`config.mk`:
```
export PLATFORM = sky130hd
export DESIGN_NAME = bcm_plane_scheduler_flat
export DESIGN_NICKNAME = d
export VERILOG_FILES = /design/src/rtl/bcm_pkg.sv /design/src/rtl/bcm_plane_scheduler_if.sv /design/src/rtl/bcm_plane_timer.sv /design/src/rtl/bcm_plane_scheduler.sv /design/src/flat_wrapper.sv
export SDC_FILE = /design/constraint.sdc
export NUM_CORES = 1
export LEC_CHECK = 0
export ABC_AREA = 1
export CAP_MARGIN = 0
export CORE_ASPECT_RATIO = 1.25
export CORE_MARGIN = 8
export CORE_UTILIZATION = 60
export CTS_BUF_LIST = sky130_fd_sc_hd__clkbuf_2
export CTS_CLUSTER_DIAMETER = 30
export DETAILED_ROUTE_END_ITERATION = 10
export PLACE_DENSITY = 0.91
export SETUP_SLACK_MARGIN = 0.5
export SLEW_MARGIN = 20
export SYNTH_ARGS = -nofsm -noshare
export SYNTH_HDL_FRONTEND = slang
export SYNTH_HIERARCHICAL = 1
export SYNTH_SLANG_ARGS = --single-unit
export TNS_END_PERCENT = 1
```
`constraint.sdc`:
```
create_clock -name clk -period 3.8 [get_ports clk]
set_clock_uncertainty 0.2 [all_clocks]
set_input_delay 0.38 -clock clk [delete_from_list [all_inputs] [get_ports clk]]
set_output_delay 0.38 -clock clk [all_outputs]
set_load 0.005 [all_outputs]
```
`src/rtl/bcm_pkg.sv`:
```
// Shared types and sizing helpers for binary-code-modulation blocks.
package bcm_pkg;

    typedef enum logic [1:0] {
        S_IDLE,
        S_PLANE,
        S_BLANK
    } bcm_state_e;

    function automatic int unsigned plane_w(int unsigned width);
        return (width > 1) ? $clog2(width) : 1;
    endfunction

    function automatic int unsigned plane_len(int unsigned prescale, int unsigned b);
        return prescale << b;
    endfunction

    // Counter must hold both the longest plane reload and the blanking reload.
    function automatic int unsigned cnt_w(int unsigned prescale, int unsigned width,
                                          int unsigned blank);
        int unsigned w;
        int unsigned wb;
        w  = $clog2(plane_len(prescale, width - 1));
        wb = $clog2(blank);
        if (wb > w) w = wb;
        if (w < 1) w = 1;
        return w;
    endfunction

endpackage

```
`src/rtl/bcm_plane_scheduler_if.sv`:
```
// Host duty-write bus and LED-side outputs of the BCM plane scheduler.
interface bcm_plane_scheduler_if #(
    parameter int unsigned WIDTH    = 8,
    parameter int unsigned CHANNELS = 4
);
    localparam int unsigned PW = bcm_pkg::plane_w(WIDTH);

    logic                      enable;
    logic                      duty_wr;
    logic [CHANNELS*WIDTH-1:0] duty_wdata;
    logic [CHANNELS-1:0]       led;
    logic [PW-1:0]             plane;
    logic                      frame_start;
    logic                      busy;

    modport master (
        output enable, duty_wr, duty_wdata,
        input  led, plane, frame_start, busy
    );

    modport slave (
        input  enable, duty_wr, duty_wdata,
        output led, plane, frame_start, busy
    );

endinterface

```
`src/rtl/bcm_plane_timer.sv`:
```
// Loadable down-counter; holds at zero and flags done while zero.
module bcm_plane_timer #(
    parameter int unsigned CW = 9
) (
    input  logic          clk,
    input  logic          rst,
    input  logic          load,
    input  logic [CW-1:0] load_value,
    output logic          done
);

    logic [CW-1:0] count;

    always_ff @(posedge clk) begin
        if (rst) begin
            count <= '0;
        end else if (load) begin
            count <= load_value;
        end else if (count != '0) begin
            count <= count - CW'(1);
        end
    end

    assign done = (count == '0);

endmodule

```
`src/rtl/bcm_plane_scheduler.sv`:
```
// BCM scheduler: steps bit planes per frame, drives LED enables from a
// double-buffered duty register, with optional dark blanking after each plane.
module bcm_plane_scheduler
    import bcm_pkg::*;
#(
    parameter int unsigned WIDTH    = 8,
    parameter int unsigned CHANNELS = 4,
    parameter int unsigned PRESCALE = 4,
    parameter int unsigned BLANK    = 1
) (
    input  logic                  clk,
    input  logic                  rst,
    bcm_plane_scheduler_if.slave  sched
);

    localparam int unsigned     PW         = plane_w(WIDTH);
    localparam int unsigned     CW         = cnt_w(PRESCALE, WIDTH, BLANK);
    localparam int unsigned     DW         = CHANNELS * WIDTH;
    localparam logic [CW-1:0]   PRE_LOAD   = CW'(PRESCALE - 1);
    localparam logic [CW-1:0]   BLANK_LOAD = (BLANK > 0) ? CW'(BLANK - 1) : '0;
    localparam logic [PW-1:0]   LAST_PLANE = PW'(WIDTH - 1);

    bcm_state_e     state, state_n;
    logic [PW-1:0]  plane_q, plane_n;
    logic [DW-1:0]  shadow, active, active_n;
    logic           load;
    logic [CW-1:0]  load_value;
    logic           done;
    logic           frame_load;
    logic           plane_end;
    logic [CHANNELS-1:0] led_n, led_q;
    logic           fs_q;
    logic           busy_q;

    bcm_plane_timer #(
        .CW (CW)
    ) u_timer (
        .clk        (clk),
        .rst        (rst),
        .load       (load),
        .load_value (load_value),
        .done       (done)
    );

    always_comb begin
        state_n    = state;
        plane_n    = plane_q;
        load       = 1'b0;
        load_value = '0;
        frame_load = 1'b0;
        plane_end  = 1'b0;

        unique case (state)
            S_IDLE: begin
                if (sched.enable) frame_load = 1'b1;
            end
            S_PLANE: begin
                if (done) begin
                    if (BLANK > 0) begin
                        state_n    = S_BLANK;
                        load       = 1'b1;
                        load_value = BLANK_LOAD;
                    end else begin
                        plane_end = 1'b1;
                    end
                end
            end
            S_BLANK: begin
                if (done) plane_end = 1'b1;
            end
            default: state_n = S_IDLE;
        endcase

        if (plane_end) begin
            if (plane_q != LAST_PLANE) begin
                state_n    = S_PLANE;
                plane_n    = plane_q + PW'(1);
                load       = 1'b1;
                load_value = CW'(plane_len(PRESCALE, 32'(plane_q) + 32'd1) - 32'd1);
            end else if (sched.enable) begin
                frame_load = 1'b1;
            end else begin
                state_n = S_IDLE;
                plane_n = '0;
            end
        end

        // Frame start shared by the IDLE exit and back-to-back frames.
        if (frame_load) begin
            state_n    = S_PLANE;
            plane_n    = '0;
            load       = 1'b1;
            load_value = PRE_LOAD;
        end

        active_n = frame_load ? shadow : active;
    end

    // LEDs computed from next-cycle state so the outputs stay registered.
    always_comb begin
        led_n = '0;
        if (state_n == S_PLANE) begin
            for (int unsigned ch = 0; ch < CHANNELS; ch++) begin
                led_n[ch] = active_n[ch*WIDTH + 32'(plane_n)];
            end
        end
    end

    always_ff @(posedge clk) begin
        if (rst) begin
            state   <= S_IDLE;
            plane_q <= '0;
            shadow  <= '0;
            active  <= '0;
            led_q   <= '0;
            fs_q    <= 1'b0;
            busy_q  <= 1'b0;
        end else begin
            state   <= state_n;
            plane_q <= plane_n;
            if (sched.duty_wr) shadow <= sched.duty_wdata;
            active  <= active_n;
            led_q   <= led_n;
            fs_q    <= frame_load;
            busy_q  <= (state_n != S_IDLE);
        end
    end

    assign sched.led         = led_q;
    assign sched.plane       = plane_q;
    assign sched.frame_start = fs_q;
    assign sched.busy        = busy_q;

endmodule

```
`src/flat_wrapper.sv`:
```
// flat-port wrapper written by rule: the top's interface ports become plain ports
module bcm_plane_scheduler_flat import bcm_pkg::*;
#(
    parameter int unsigned WIDTH    = 8,
    parameter int unsigned CHANNELS = 4,
    parameter int unsigned PRESCALE = 4,
    parameter int unsigned BLANK    = 1
)
  (clk, rst, sched_enable, sched_duty_wr, sched_duty_wdata, sched_led, sched_plane, sched_frame_start, sched_busy);
  bcm_plane_scheduler_if #(.WIDTH(WIDTH), .CHANNELS(CHANNELS)) sched_i ();
  input  logic clk;
  input  logic rst;
  input wire logic [$bits(sched_i.enable)-1:0] sched_enable;
  input wire logic [$bits(sched_i.duty_wr)-1:0] sched_duty_wr;
  input wire logic [$bits(sched_i.duty_wdata)-1:0] sched_duty_wdata;
  output wire logic [$bits(sched_i.led)-1:0] sched_led;
  output wire logic [$bits(sched_i.plane)-1:0] sched_plane;
  output wire logic [$bits(sched_i.frame_start)-1:0] sched_frame_start;
  output wire logic [$bits(sched_i.busy)-1:0] sched_busy;
  assign sched_i.enable = sched_enable;
  assign sched_i.duty_wr = sched_duty_wr;
  assign sched_i.duty_wdata = sched_duty_wdata;
  assign sched_led = sched_i.led;
  assign sched_plane = sched_i.plane;
  assign sched_frame_start = sched_i.frame_start;
  assign sched_busy = sched_i.busy;
  bcm_plane_scheduler #(.WIDTH(WIDTH), .CHANNELS(CHANNELS), .PRESCALE(PRESCALE), .BLANK(BLANK)) u_core (.clk(clk), .rst(rst), .sched(sched_i));
endmodule
```
After elaboration in Yosys (flattened, before gate mapping):

Index checks and enable logic that the tools add are counted.

* register bits: 84
* logic and storage cells: 67
* output and inout port bits: 9

* bitwise logic cells: 1
* multiplexer cells: 35
* add/sub/neg operators: 7
* order comparisons: 4
* reductions and logical operators: 7
* equality and inequality tests: 4
* shift-type cells: 1

Operator list (count)
* 32-bit by 6-bit < comparator with 1-bit output, second input constant: 3
* 9-bit two-way mux: 5
* 32-bit two-way mux: 1
* 3-bit by 32-bit << shifter with 9-bit output, first input constant: 1
* 9-bit by 1-bit subtractor with 9-bit output, second input constant: 2
* 1-bit binary-select mux with 5-bit select: 3
* 1-bit two-way mux: 15
* 5-bit by 3-bit adder with 6-bit output, first input constant: 2
* 3-bit two-way mux: 4
* 2-bit two-way mux: 5
* 9-bit logical NOT: 1
* 9-bit nonzero test: 1
* 3-bit by 6-bit < comparator with 1-bit output, second input constant: 1
* 4-bit by 3-bit adder with 5-bit output, first input constant: 1
* 3-bit by 1-bit adder with 4-bit output, second input constant: 1
* 2-bit by 1-bit equality test with 1-bit output, second input constant: 2
* 2-bit case mux with 2 select lines: 1
* 2-bit nonzero test: 2
* 2-bit OR reduction: 2
* 3-bit by 1-bit adder with 3-bit output, second input constant: 1
* 1-bit binary-select mux with 3-bit select: 1
* 3-bit inequality test, second input constant: 1
* 2-bit equality test, second input constant: 1
* 2-bit logical NOT: 1
* 1-bit NOT: 1

Logic depth before layout (Yosys ltp):

Gate-level depths: netlist of the first run.

* word-level depth: 10
* depth in mapped cells: 18
* gate-level depth less buffers: 16

Hierarchy:

Netlist of the first run, hierarchy kept.

Modules (own cells, without submodules)
* bcm_plane_scheduler: area each 3368.2 um^2, instances 1, sequential area each 1501.4 um^2, cells an instance 474
* bcm_plane_timer: area each 576.8 um^2, instances 1, sequential area each 180.2 um^2, cells an instance 87

Least setup slack after synthesis of the first run:

No wires, ideal clock.

* path type: reg-to-reg
* start point: reg u_core.u_timer.count[0]
* end point: reg u_core.u_timer.count[1]
* setup time: 0.113 ns
* cell stages (with the launch flop): 19
* clock period less this slack: 2.403 ns
* data arrival time: 2.090 ns
* slack: 1.397 ns
* buffers on the path: 3
* cells stage by stage: dfxtp_1 inv_1 ha_1 nand2_4 nor2_8 nand2_1 inv_1 nand2_1 nand2_2 nand2_4 buf_6 buf_6 nand3_1 buf_2 nor2_1 a21oi_1 nand2_1 nand2_1 nor2_1

* word-level cells in the longest chain between the ends: 7
* elaborated cells on any way between the ends: 15

Ends and longest elaborated chain
* from (decl): RTL line bcm_plane_timer.sv:12 `logic [CW-1:0] count;`
* from (signal assigned): RTL line bcm_plane_timer.sv:18 `count <= load_value;`
* from (signal assigned): RTL line bcm_plane_timer.sv:20 `count <= count - CW'(1);`
* 9-bit logical NOT *: RTL line bcm_plane_timer.sv:24 `assign done = (count == '0);`
* net u_core.done: RTL line bcm_plane_scheduler.sv:28 `logic done;`
* 1-bit two-way mux *: RTL line bcm_plane_scheduler.sv:69 `if (done) plane_end = 1'b1;`
* 1-bit two-way mux: RTL line bcm_plane_scheduler.sv:53 `unique case (state)`
* 1-bit two-way mux: RTL line bcm_plane_scheduler.sv:75 `if (plane_q != LAST_PLANE) begin`
* 1-bit two-way mux: RTL line bcm_plane_scheduler.sv:74 `if (plane_end) begin`
* 1-bit two-way mux *: RTL line bcm_plane_scheduler.sv:89 `if (frame_load) begin`
* net u_core.load: RTL line bcm_plane_scheduler.sv:26 `logic load;`
* 9-bit two-way mux or 2-bit nonzero test (tied branches)

The timed path passes the listed nets; every way through them passes the cells marked *. The select of a mux whose other input is x is not followed.
A chain may end at the register's enable or synchronous reset.

Worst setup path in the final report of the first run:

* start point: reg u_core.u_timer.count[0]
* end point: reg u_core.u_timer.count[5]

The elaborated chain is that of the path after synthesis.

==> flow_summary_export.csv, run 1 <==
group,metric,value,unit
worst_setup_path,startpoint,"u_core/u_timer/count[0]",
global_route,grt_overflow,0,
floorplanning,chipHeight,107,um
worst_setup_path,cp_data_arrival_time,3.18,ns
global_route,grt_usage,19.4,%
place,dp_cells,671,
synth,synth_edf_count,0,
timing,fin_ws,0.834,ns
synth,async_flop_share,0,%
place,io_buffers,44,
floorplanning,placementRows,33,
synth,synth-seq-cells,84,
worst_hold_path,hold_class,"in2reg",
global_route,grt_antenna_before_repair,0,
clocking,postCtsSetupBuffers,0,
place,dp_hpwl,5980,um
power,ir_drop,373,uV
cells_and_area,fill_cells,541,
synth,synth_largest_area_cell,"dfxtp_1",
timing,rsz0062_at_grt,"no",
synth,synth_area_leaders,"dfxtp_1, nor2_1, nand2_1",
worst_setup_path,worstReg2RegStart,"u_core/u_timer/count[0]",
synth,synth_top_area_share,42.6,%
clocking,hold_buffers,0,
worst_setup_path,crit_fanout,50,
outcome,status,"completed",
synth,syn_nets,605,
timing,maxSlewViolCount,0,
cells_and_area,num_antenna_cells,0,
clocking,ctsRootBufferMaster,"clkbuf_2",
synth,synth.distinct_cells,33,
worst_setup_path,r2r-end,"u_core/u_timer/count[5]",
worst_setup_path,end_kind,"flip-flop",
global_route,grt_pass1_wl,14900,um
worst_setup_path,crit_required,4.01,ns
worst_setup_path,r2r_cells,14,
worst_setup_path,r2r_slack,0.83,ns
floorplanning,initial_core_util,60.9,%
clocking,cts_buffers,9,
timing,tightest_slew,0.911,ns
floorplanning,io_pins,45,
routing,avgRoutedWirePerCell,12.1,um
synth,synth_area,3950,sq um
synth,yosys_most_used_dff,"dfxtp_1",
power,power.total,2570,uW
floorplanning,die_width,88.5,um
clocking,cts_max_path_buffers,2,
clocking,clkSinkCount,84,
global_route,grt_pass1_vias,3405,
synth,yosysSeqAreaShare,42.6,%
clocking,clk_pin_slew,0.23,ns
clocking,htree_levels,3,
clocking,post_cts_resize_count,0,
timing,max-slew-margin-rel,39.2,%
worst_setup_path,cp_cell_sequence,"inv_1, ha_1, nand2_4, nor2_8, nand2_1, inv_1, nand2_1, nand2_2, nand2_4, nand3_1, inv_2, or2_2, nand3_1, nor2_1",
cells_and_area,layout_common_cells,"nor2_1, nand2_1, dfxtp_1",
clocking,clk_latency,0.51,ns
timing,hold_violations,0,
power,p_leak,0.00198,uW
cells_and_area,drive_gt1_share,9.17,%
synth,yosys_warnings,6,
power,p_per_area,573,nW/um^2
flow_run,maxCapViolations,0,
floorplanning,die-area,9440,sq um
timing,post-route-period-util,78.0,%
worst_setup_path,critPathSlowestCell,"nand3_1",
cells_and_area,area_delta_synth_final,13.7,%
routing,dr.pass1.iters,4,
synth,avgSynthCellArea,7.03,sq um
clocking,tritoncts,"done",
routing,drtAntennaViolNets,0,
worst_setup_path,critPathCapture,"u_core/u_timer/count[5]",
timing,final.min_clock_period,2.97,ns
routing,wirelength,8320,um
routing,drc,0,
cells_and_area,final-instance-count-excl-fill,687,
place,gp_congestion,0.848,
routing,first_iter_violations,240,
place,pre_cts_ws,0.851,ns
timing,fmax,337,MHz
worst_setup_path,slowest_delay,0.43,ns
worst_setup_path,start_kind,"flip-flop",
cells_and_area,final_common_cell,"nor2_1",
cells_and_area,nets,639,
global_route,grt_max_degree,51,
routing,via_per_inst,4.96,
timing,setup_viol,0,
worst_setup_path,worstSetupPathType,"reg2reg",
worst_hold_path,hp-start,"sched_duty_wdata[7]",
synth,synthCells,561,
timing,fin_setup_tns,0,ns
routing,route.vias.total,3410,
floorplanning,coreArea,6480,sq um
## logic make-up (layout without fill, tap and decap cells)
family	after synthesis	after routing	share of synthesized area [%]
AOI/OAI and AO/OA	89	89	12.6
xor gates and xnor gates	2	2	0.444
and+or+nand+nor	290	290	32.2
DFF	84	84	42.6
buffers and inverters	88	127	9.67
adders and majority gates	8	8	2.54
## worst min-delay path by stage
stage	cells past startpoint	endpoint
3_3_place_gp	2	u_core/shadow[23]
3_5_place_dp	2	u_core/u_timer/count[8]
2_1_floorplan	2	u_core/shadow[23]
5_1_grt	3	u_core/shadow[7]
6_report	3	u_core/shadow[7]
4_1_cts	3	u_core/shadow[7]
## worst max-delay path, delay by kind of cell, from the launching register on
family,cells,cell delay [ns]
buffers and inverters,3,0.41
AND/OR/NAND/NOR,10,1.64
flip-flops,1,0.37
adder cells (fa/ha/maj),1,0.26
## state kept, by name, summed over array words and instances, names as in the netlist
| name | flops |
|---|---|
| u_core/active | 32 |
| u_core/sched.busy | 1 |
| u_core/sched.frame_start | 1 |
| u_core/sched.led | 4 |
| u_core/sched.plane | 3 |
| u_core/shadow | 32 |
| u_core/state | 2 |
| u_core/u_timer/count | 9 |
## Yosys cell counts (3+ instances only)
master,instances
clkbuf_1,10
buf_2,4
buf_6,6
o21ai_2,8
nor2_1,121
ha_1,8
o21ai_0,64
inv_2,5
nand2_2,11
nand2_1,106
nand2_4,3
dfxtp_1,84
nand3_1,33
inv_1,59
buf_1,3
nor2_2,3
a21oi_1,12
## metal layers
layer / share of wire, % / global-route usage (%) / vias to the layer above
li1: - / - / 1826
met4: 1.6 / 9.82 / 0
met5: 0 / 0 / -
met2: 52 / 32.9 / 69
met1: 42 / 22.6 / 1502
met3: 4.2 / 3.21 / 13
## cell type report
class	count	area (sq um)	area share (%)
Tap cell	87	109	2.43
Clock buffer	9	45.0	1.00
Timing Repair Buffer	47	463	10.3
Sequential cell	84	1680	37.5
Multi-Input combinational cell	389	1880	41.9
Inverter	64	240	5.35
Clock inverter	7	66.3	1.48
## stage by stage
| stage | util [%] | area (sq um) | hold slack (ns) |
|---|---|---|---|
| after detailed placement | 67.5 | 4380 | 0.274 |
| after global routing | 69.2 | 4490 | 0.169 |
| after floorplan | - | 3950 | 0.233 |
| after CTS | 69.2 | 4490 | 0.182 |
| after global placement | 67.5 | 4380 | 0.272 |
| final | 69.2 | 4490 | 0.213 |
## report_power, final
group          internal [uW]  switching [uW]  leakage (uW)  total, uW
clock network            148             298     0.0000634        446
logic                    384             620       0.00123       1000
registers               1040            83.9      0.000694       1120
total                   1570            1000       0.00198       2570
No activity file was read; power rests on OpenSTA's default activity.
==> run 2: changes to the inputs <==
--- a/config.mk
+++ b/config.mk
@@ -9,11 +9,11 @@
 export CAP_MARGIN = 0
 export CORE_ASPECT_RATIO = 1.25
 export CORE_MARGIN = 8
-export CORE_UTILIZATION = 60
+export CORE_UTILIZATION = 52
 export CTS_BUF_LIST = sky130_fd_sc_hd__clkbuf_2
 export CTS_CLUSTER_DIAMETER = 30
 export DETAILED_ROUTE_END_ITERATION = 10
-export PLACE_DENSITY = 0.91
+export PLACE_DENSITY = 0.85
 export SETUP_SLACK_MARGIN = 0.5
 export SLEW_MARGIN = 20
 export SYNTH_ARGS = -nofsm -noshare
==> constraint.sdc (replaced) <==
create_clock -name clk -period 2.4 [get_ports clk]
set_clock_uncertainty 0.2 [all_clocks]
set_input_delay 0.24 -clock clk [delete_from_list [all_inputs] [get_ports clk]]
set_output_delay 0.24 -clock clk [all_outputs]
set_load 0.005 [all_outputs]
==> run 2 against run 1 <==
Critical path type unchanged. Critical path depth rose by 2. Final area is 18% higher. Global-route usage is 1.7 points higher. Combinational power rose to 2.7 times the previous value. Die area grew 13%. Flip-flop and latch count unchanged. Largest cell class unchanged.
==> flow_summary_export.csv, run 2 (synthesis results as in run 1) <==
group,metric,value,unit
outcome,status,"completed",
place,gp_congestion,0.845,
timing,hold_violations,0,
power,p_leak,0.00232,uW
routing,drtAntennaViolNets,0,
cells_and_area,drive_gt1_share,23.8,%
worst_setup_path,worstSetupPathType,"reg2reg",
global_route,grt_antenna_before_repair,0,
worst_setup_path,cp_data_arrival_time,2.60,ns
cells_and_area,area_delta_synth_final,33.7,%
floorplanning,initial_core_util,53.6,%
clocking,ctsRootBufferMaster,"clkbuf_2",
cells_and_area,num_antenna_cells,0,
floorplanning,die_width,93.9,um
timing,fmax,434,MHz
routing,drc,0,
cells_and_area,final_common_cell,"nor2_1",
clocking,clk_latency,0.57,ns
timing,final.min_clock_period,2.30,ns
worst_setup_path,start_kind,"flip-flop",
worst_setup_path,crit_required,2.70,ns
cells_and_area,final-instance-count-excl-fill,734,
cells_and_area,reg_top3,"u_core/active (32), u_core/shadow (32), u_core/u_timer/count (9)",
worst_hold_path,hold_class,"in2reg",
routing,wirelength,12100,um
routing,first_iter_violations,451,
global_route,grt_overflow,0,
timing,tightest_slew,0.500,ns
place,io_buffers,44,
cells_and_area,nets,681,
floorplanning,die-area,10600,sq um
global_route,grt_pass1_vias,4036,
timing,post-route-period-util,96.0,%
cells_and_area,fin_util,71.7,%
floorplanning,io_pins,45,
worst_setup_path,end_kind,"flip-flop",
floorplanning,coreArea,7360,sq um
global_route,grt_usage,21.0,%
flow_run,maxCapViolations,0,
place,dp_cells,684,
clocking,clk_pin_slew,0.26,ns
clocking,cts_max_path_buffers,2,
timing,rsz0062_at_grt,"yes",
global_route,grt_max_degree,46,
clocking,cts_buffers,9,
power,ir_drop,770,uV
timing,maxSlewViolCount,0,
floorplanning,placementRows,35,
clocking,tritoncts,"done",
worst_setup_path,crit_fanout,6,
timing,max-slew-margin-rel,66.7,%
routing,dr.pass1.iters,5,
routing,avgRoutedWirePerCell,16.5,um
routing,route.vias.total,4148,
timing,fin_setup_tns,0,ns
clocking,clkSinkCount,84,
place,dp_hpwl,6460,um
routing,via_per_inst,5.65,
global_route,grt_pass1_wl,18100,um
cells_and_area,layout_common_cells,"nor2_1, nand2_1, dfxtp_1",
power,p_per_area,996,nW/um^2
timing,setup_viol,0,
floorplanning,chipHeight,113,um
clocking,htree_levels,3,
==> run 2: timing repair <==
item | in CTS | in global routing
resized for setup | 78 | 31
endpoints found under the hold margin | 0 | 3
endpoints found under the setup margin | 56 | 58
gates cloned | 5 | 0
hold buffers | 0 | 3
setup buffers | 18 | 8
pin swaps | 8 | 10
==> run 2: stage by stage <==
step / instance area [sq um] / setup WS [ns] / power (uW) / hold WS [ns]
after floorplan: 3990 / 0.301 / 3150 / 0.109
after global placement: 4510 / 0.175 / 3440 / 0.266
after detailed placement: 4510 / 0.0741 / 3520 / 0.273
after CTS: 5080 / 0.188 / 4840 / 0.00555
after global routing: 5280 / -0.0169 / 5540 / 0.0111
final: 5280 / 0.0966 / 5260 / 0.0119
==> run 2: report_power, final <==
group	switching (uW)	internal, uW
clock	533	246
combinational	1480	1190
sequential	155	1650
==> run 2: worst max-delay path: stages, from the launching register on <==
cell,delay [ns]
dfxtp_1,0.42
nor2_4,0.17
nand2_4,0.09
nor2_8,0.10
nand2_4,0.06
inv_4,0.08
nand2_4,0.05
nand2_4,0.08
nand2_8,0.09
buf_6,0.13
buf_4,0.14
nand3_4,0.10
buf_6,0.14
nand2_2,0.05
o21ai_2,0.05
nand2_1,0.10
a21oi_2,0.18
==> run 2: layout make-up <==
type	count	area (sq um)
Multi-Input combinational cell	389	2150
Clock inverter	7	75.1
Clock buffer	9	45.0
Tap cell	92	115
Timing Repair Buffer	89	948
Fill cell	520	2080
Sequential cell	84	1690
Inverter	64	250
==> run 2: path summary, 6_finish.rpt <==
path | slack, ns | start | depth (start not counted) | end
min | 0.01 | sched_duty_wdata[14] | 3 | u_core/shadow[14]
min reg2reg | 0.30 | u_core/shadow[23] | 2 | u_core/shadow[23]
max reg2reg | 0.1 | u_core/u_timer/count[2] | 16 | u_core/u_timer/count[0]
max | 0.1 | u_core/u_timer/count[2] | 16 | u_core/u_timer/count[0]
==> run 2: metal layers <==
| layer | wire length (um) | track usage [%] |
|---|---|---|
| met5 | 0 | 0 |
| met4 | 778 | 12.7 |
| met3 | 697 | 4.86 |
| met2 | 6140 | 37.4 |
| met1 | 4460 | 21.6 |
